==> src/rtl/cordic_wb_ctrl.sv <==
// Wishbone slave front-end for the cordic core: angle/start registers, done
// capture into a RESULT register, timeout watchdog and level interrupt.
//
// state | meaning
// IDLE  | no operation in flight, GO accepted
// START | one-cycle start pulse to the core, watchdog loaded
// WAIT  | waiting for done or watchdog expiry
module cordic_wb_ctrl #(
    parameter logic [31:0] BASE_ADDR = 32'h3000_0000,
    parameter int          TIMEOUT   = 256
) (
    input  logic        wb_clk_i,
    input  logic        wb_rst_i,
    input  logic        wbs_stb_i,
    input  logic        wbs_cyc_i,
    input  logic        wbs_we_i,
    input  logic [3:0]  wbs_sel_i,
    input  logic [31:0] wbs_dat_i,
    input  logic [31:0] wbs_adr_i,
    output logic        wbs_ack_o,
    output logic [31:0] wbs_dat_o,
    output logic        cordic_start,
    output logic [15:0] cordic_angle,
    input  logic [15:0] cordic_exp,
    input  logic        cordic_done,
    output logic        irq
);

    typedef enum logic [1:0] {IDLE, START, WAIT} state_t;

    localparam logic [15:0] CNT_LOAD = 16'(TIMEOUT - 1);

    state_t      state, state_nx;
    logic [15:0] cnt;
    logic [15:0] result;
    logic        irq_en, valid, overrun, tmo_err, start_rej;

    logic        req, wr, rd, busy;
    logic [7:0]  off;
    logic        go_wr, ctrl_wr, angle_wr, status_wr, result_rd;
    logic        done_cap, tmo_hit;
    logic [31:0] rdata;
    logic        unused_bits;

    assign off       = wbs_adr_i[7:0];
    assign req       = wbs_stb_i & wbs_cyc_i & (wbs_adr_i[31:8] == BASE_ADDR[31:8]) & ~wbs_ack_o;
    assign wr        = req & wbs_we_i;
    assign rd        = req & ~wbs_we_i;
    assign busy      = (state != IDLE);
    assign ctrl_wr   = wr & (off == 8'h00) & wbs_sel_i[0];
    assign go_wr     = ctrl_wr & wbs_dat_i[0];
    assign angle_wr  = wr & (off == 8'h04) & ~busy;
    assign status_wr = wr & (off == 8'h0C) & wbs_sel_i[0];
    assign result_rd = rd & (off == 8'h08);
    assign done_cap  = (state == WAIT) & cordic_done;
    // Watchdog counts down from TIMEOUT-1 so expiry is a compare against zero.
    assign tmo_hit   = (state == WAIT) & ~cordic_done & (cnt == 16'd0);
    assign unused_bits = ^{wbs_sel_i[3:2], wbs_dat_i[31:16]};

    always_comb begin
        rdata = 32'h0;
        case (off)
            8'h00:   rdata = {30'h0, irq_en, 1'b0};
            8'h04:   rdata = {16'h0, cordic_angle};
            8'h08:   rdata = {16'h0, result};
            8'h0C:   rdata = {27'h0, start_rej, tmo_err, overrun, valid, busy};
            default: rdata = 32'h0;
        endcase
    end

    always_comb begin
        state_nx     = state;
        cordic_start = 1'b0;
        case (state)
            IDLE:    if (go_wr) state_nx = START;
            START: begin
                cordic_start = 1'b1;
                state_nx     = WAIT;
            end
            WAIT:    if (done_cap || tmo_hit) state_nx = IDLE;
            default: state_nx = IDLE;
        endcase
    end

    always_ff @(posedge wb_clk_i) begin
        if (wb_rst_i) begin
            state        <= IDLE;
            cnt          <= 16'h0;
            result       <= 16'h0;
            irq_en       <= 1'b0;
            valid        <= 1'b0;
            overrun      <= 1'b0;
            tmo_err      <= 1'b0;
            start_rej    <= 1'b0;
            irq          <= 1'b0;
            wbs_ack_o    <= 1'b0;
            wbs_dat_o    <= 32'h0;
            cordic_angle <= 16'h0;
        end else begin
            state     <= state_nx;
            wbs_ack_o <= req;
            wbs_dat_o <= rd ? rdata : 32'h0;

            if (state == START)
                cnt <= CNT_LOAD;
            else if (state == WAIT && cnt != 16'd0)
                cnt <= cnt - 16'd1;

            if (ctrl_wr)
                irq_en <= wbs_dat_i[1];

            if (angle_wr && wbs_sel_i[0])
                cordic_angle[7:0] <= wbs_dat_i[7:0];
            if (angle_wr && wbs_sel_i[1])
                cordic_angle[15:8] <= wbs_dat_i[15:8];

            if (done_cap)
                result <= cordic_exp;

            // A capture on the same edge as a RESULT read wins and is not an overrun.
            if (done_cap)
                valid <= 1'b1;
            else if (result_rd)
                valid <= 1'b0;

            if (done_cap && valid && !result_rd)
                overrun <= 1'b1;
            else if (status_wr && wbs_dat_i[2])
                overrun <= 1'b0;

            if (tmo_hit)
                tmo_err <= 1'b1;
            else if (status_wr && wbs_dat_i[3])
                tmo_err <= 1'b0;

            if (go_wr && busy)
                start_rej <= 1'b1;
            else if (status_wr && wbs_dat_i[4])
                start_rej <= 1'b0;

            irq <= irq_en & (valid | tmo_err);
        end
    end

endmodule

==> config.mk <==
export PLATFORM = sky130hd
export DESIGN_NAME = cordic_wb_ctrl
export DESIGN_NICKNAME = d
export VERILOG_FILES = /design/src/rtl/cordic_wb_ctrl.sv
export SDC_FILE = /design/constraint.sdc
export NUM_CORES = 1
export LEC_CHECK = 0
export BUFFER_PORTS_ARGS = -buffer_cell sky130_fd_sc_hd__buf_2
export CAP_MARGIN = 20
export CORE_UTILIZATION = 40
export DETAILED_ROUTE_END_ITERATION = 7
export PLACE_DENSITY_LB_ADDON = 0.08
export SLEW_MARGIN = 25
export SYNTH_ARGS = -nofsm -noshare
export SYNTH_HDL_FRONTEND = slang
export SYNTH_SLANG_ARGS = --single-unit
export TNS_END_PERCENT = 50
==> constraint.sdc <==
create_clock -name wb_clk_i -period 2.4 [get_ports wb_clk_i]
set_input_delay 0.6 -clock wb_clk_i [delete_from_list [all_inputs] [get_ports wb_clk_i]]
set_output_delay 0.6 -clock wb_clk_i [all_outputs]
set_load 0.01 [all_outputs]
==> results by group <==
Flow run
  – Max-cap check violation count: 0

Timing
  – Fmax: ~490 MHz
  – Max-slew headroom: a little over half
  – Fin. max-slew vios: 0
  – Unrepaired setup endpoints after global routing: no
  – Clock Skew: a little over 0.007 ns
  – Minimum clock period: 2.02 ns
  – Final Hold Viols: 0
  – Least-Margin Pin Slew: roughly 0.69 ns
  – Final setup fails: 0
  – Post-route setup TNS: 0 ns
  – Period utilization: 84.3%

Drt
  – Post-route ant nets: 0
  – Avg WL per Cell: 14.0 um
  – DRT Wirelength: between 8000 and 9000 um
  – Vias per std cell: 5.06
  – DRT iter0 DRCs: 70
  – Vias: approximately 2,900
  – First-pass iteration count of the detailed router: 4
  – Residual DRC count: 0

Yosys
  – Most frequent cell after synthesis: dfxtp_1
  – Syn. warnings: 0
  – Post-synthesis cell area: ~3300 um^2
  – Yosys top cell by area: dfxtp_1
  – Synth top area share: 44.3%
  – Post-Synthesis Cells: between 300 and 400
  – Ranking of synthesized cells by area: dfxtp_1 (44%), nor2_1 (6.1%), mux2i_1 (5.2%), nand2_1 (4.9%), a21oi_1 (3.9%)
  – Async SR Flop Fraction: 0%
  – FF+latch count, synth: 73
  – Syn avg cell area: 9.14 um^2
  – Synth cell count leaders: dfxtp_1 (73), nor2_1 (54), nand2_1 (43)
  – Distinct cells, synth: 51
  – Number of flops mapped to enable cells by yosys: 0
  – Ys flop type: dfxtp_1
  – Sequential area share after synthesis: roughly 44%

Setup path
  – Crit path max-delay family: simple AND/OR/NAND/NOR gates
  – CP max FO: 7
  – CP startpoint kind: flop
  – Crit path buf inv count: 0
  – CP max stage cell: or4_4
  – Req. time, crit path: about 2.6 ns
  – Critical Path Max Stage Delay: around 0.57 ns
  – CP Class: reg2reg
  – CP endpoint kind: flop
  – Crit path arrival time: about 2.2 ns
  – Crit path cell chain: or4_4 -> nor4b_4 -> nor4b_1 -> xnor2_1 -> nor2_1

Global routing
  – GRT busiest layer: met2
  – Gr usage total: roughly 20%
  – Initial antenna violation count: 0
  – Met3 usage: under 10%
  – Largest net degree at the start of global routing: 26
  – Met1 Resource Use GR: 25.3%
  – Vias in the first global route: approximately 2,700
  – Total grt overflow: 0
  – Met2 GRT Util: between 30% and 40%
  – First-pass GRT wire length: 12,900 um

CTS
  – CTS tree: done
  – Post-CTS setup buffer count: 0
  – Max clock buf depth: 2
  – Root buf cell: clkbuf_8
  – # clock sinks: 73
  – Cts repair resizes: 0
  – Htree depth: 3
  – CTS Hold Bufs: 0
  – Worst skew pair latency: about 0.34 ns
  – Total CTS buffers: 9
  – CTS clock-pin slew for the worst setup and hold paths: around 0.080 ns

Layout
  – Final Instance Area: around 4100 um^2
  – Area grow syn2layout: 25.3%
  – Layout cells sized above 1: about a third
  – Final nets: between 500 and 600
  – N_diodes: 0

Floorplan
  – Die Area: ~8600 um^2
  – Core ar.: between 7000 and 8000 um^2
  – Die Ht: slightly above 90 um
  – # rows: 32
  – DIE WIDTH: a little over 90 um
  – Ports: ~140
  – Initial Util: 42.0%

Placement
  – DP HPWL: ~6000 um
  – Placer Congestion: 0.840
  – Area after DPL: about 4000 um^2
  – Port bufs: between 100 and 150

Power and ir drop
  – Max VDD drop: roughly 0.28 mV
  – Cell Pwr Density: 545 nW/um^2
  – Leakage: between 1.5 and 2 nW

Run status
  – Status: finished clean

Hold path
  – Hold Path Class: reg2reg
worst register-to-register path, stage by stage (launching register included):
cell and delay, ns:
dfxtp_1 0.36, or4_4 0.57, nor4b_4 0.39, nor4b_1 0.37
xnor2_1 0.17, nor2_1 0.05
kinds of logic (layout without fill, tap and decap cells):
| kind of cell | after synthesis | count (layout) | share of synthesized area [%] |
|---|---|---|---|
| buffers and inverters | 38 | 143 | 6.71 |
| adders and majority gates | 1 | 1 | 0.379 |
| AOI/OAI and AO/OA | 64 | 64 | 12.7 |
| and+or+nand+nor | 154 | 154 | 27.0 |
| other | 1 | 16 | 0.114 |
| muxes | 20 | 20 | 6.18 |
| xor gates and xnor gates | 10 | 10 | 2.65 |
| DFF | 73 | 73 | 44.3 |
stage by stage:
stage | hold WS [ns] | instances | util (%) | power, W | setup WS [ns]
final | 0.455 | 583 | 52.7 | 0.00225 | 0.377
after global routing | 0.473 | 583 | 52.7 | 0.00234 | 0.255
after CTS | 0.458 | 583 | 52.7 | 0.00228 | 0.364
after detailed placement | 0.446 | 568 | 50.3 | 0.00137 | 0.0515
after global placement | 0.441 | 568 | 50.3 | 0.00137 | 0.105
after floorplan | 0.436 | 376 | - | 0.00130 | 0.144
final cells by class:
cell class	count	area [um^2]
clock buffers	10	128
clock inverters	5	57.6
fillers	789	3710
inverters	6	22.5
multi-input cells	265	1670
flip-flops and latches	73	1460
well taps	102	128
repair buffers	122	663
state kept, by name, summed over array words and instances, names as in the netlist:
name          cells
cordic_angle     16
wbs_ack_o         1
state             2
overrun           1
valid             1
irq               1
cnt              16
result           16
start_rej         1
tmo_err           1
wbs_dat_o        16
irq_en            1
power by group:
group	switching, W	total, W	internal, W	leakage [nW]
Combinational	0.0000716	0.000127	0.0000559	1.04
Sequential	0.000000000000363	0.00121	0.00121	0.588
Clock	0.000442	0.000915	0.000473	0.0844
Total	0.000514	0.00225	0.00174	1.71
layer usage:
| metal | wire length (um) | up-vias |
|---|---|---|
| met3 | 465 | 7 |
| met2 | 3830 | 107 |
| met1 | 3770 | 1357 |
| met5 | 0 | - |
| li1 | - | 1477 |
| met4 | 104 | 0 |
placed cells by master, fill, tap and decap left out, types with 9 or more instances in the layout:
cell,instances
clkbuf_8,9
dfxtp_1,73
a21oi_1,26
mux2i_1,17
buf_2,106
nor3_1,9
xnor2_1,9
nor2_1,54
a22oi_1,15
buf_4,15
nand2_1,43
conb_1,16
worst paths after layout:
check	to	start	slack, ns	cells past startpoint
worst max register to register	cnt[14]	cnt[4]	0.38	5
worst min-delay path	result[9]	result[9]	0.45	2
worst max-delay path	cnt[14]	cnt[4]	0.38	5
worst min register to register	result[9]	result[9]	0.45	2
Note: power is estimated with default switching activity, not from simulation.
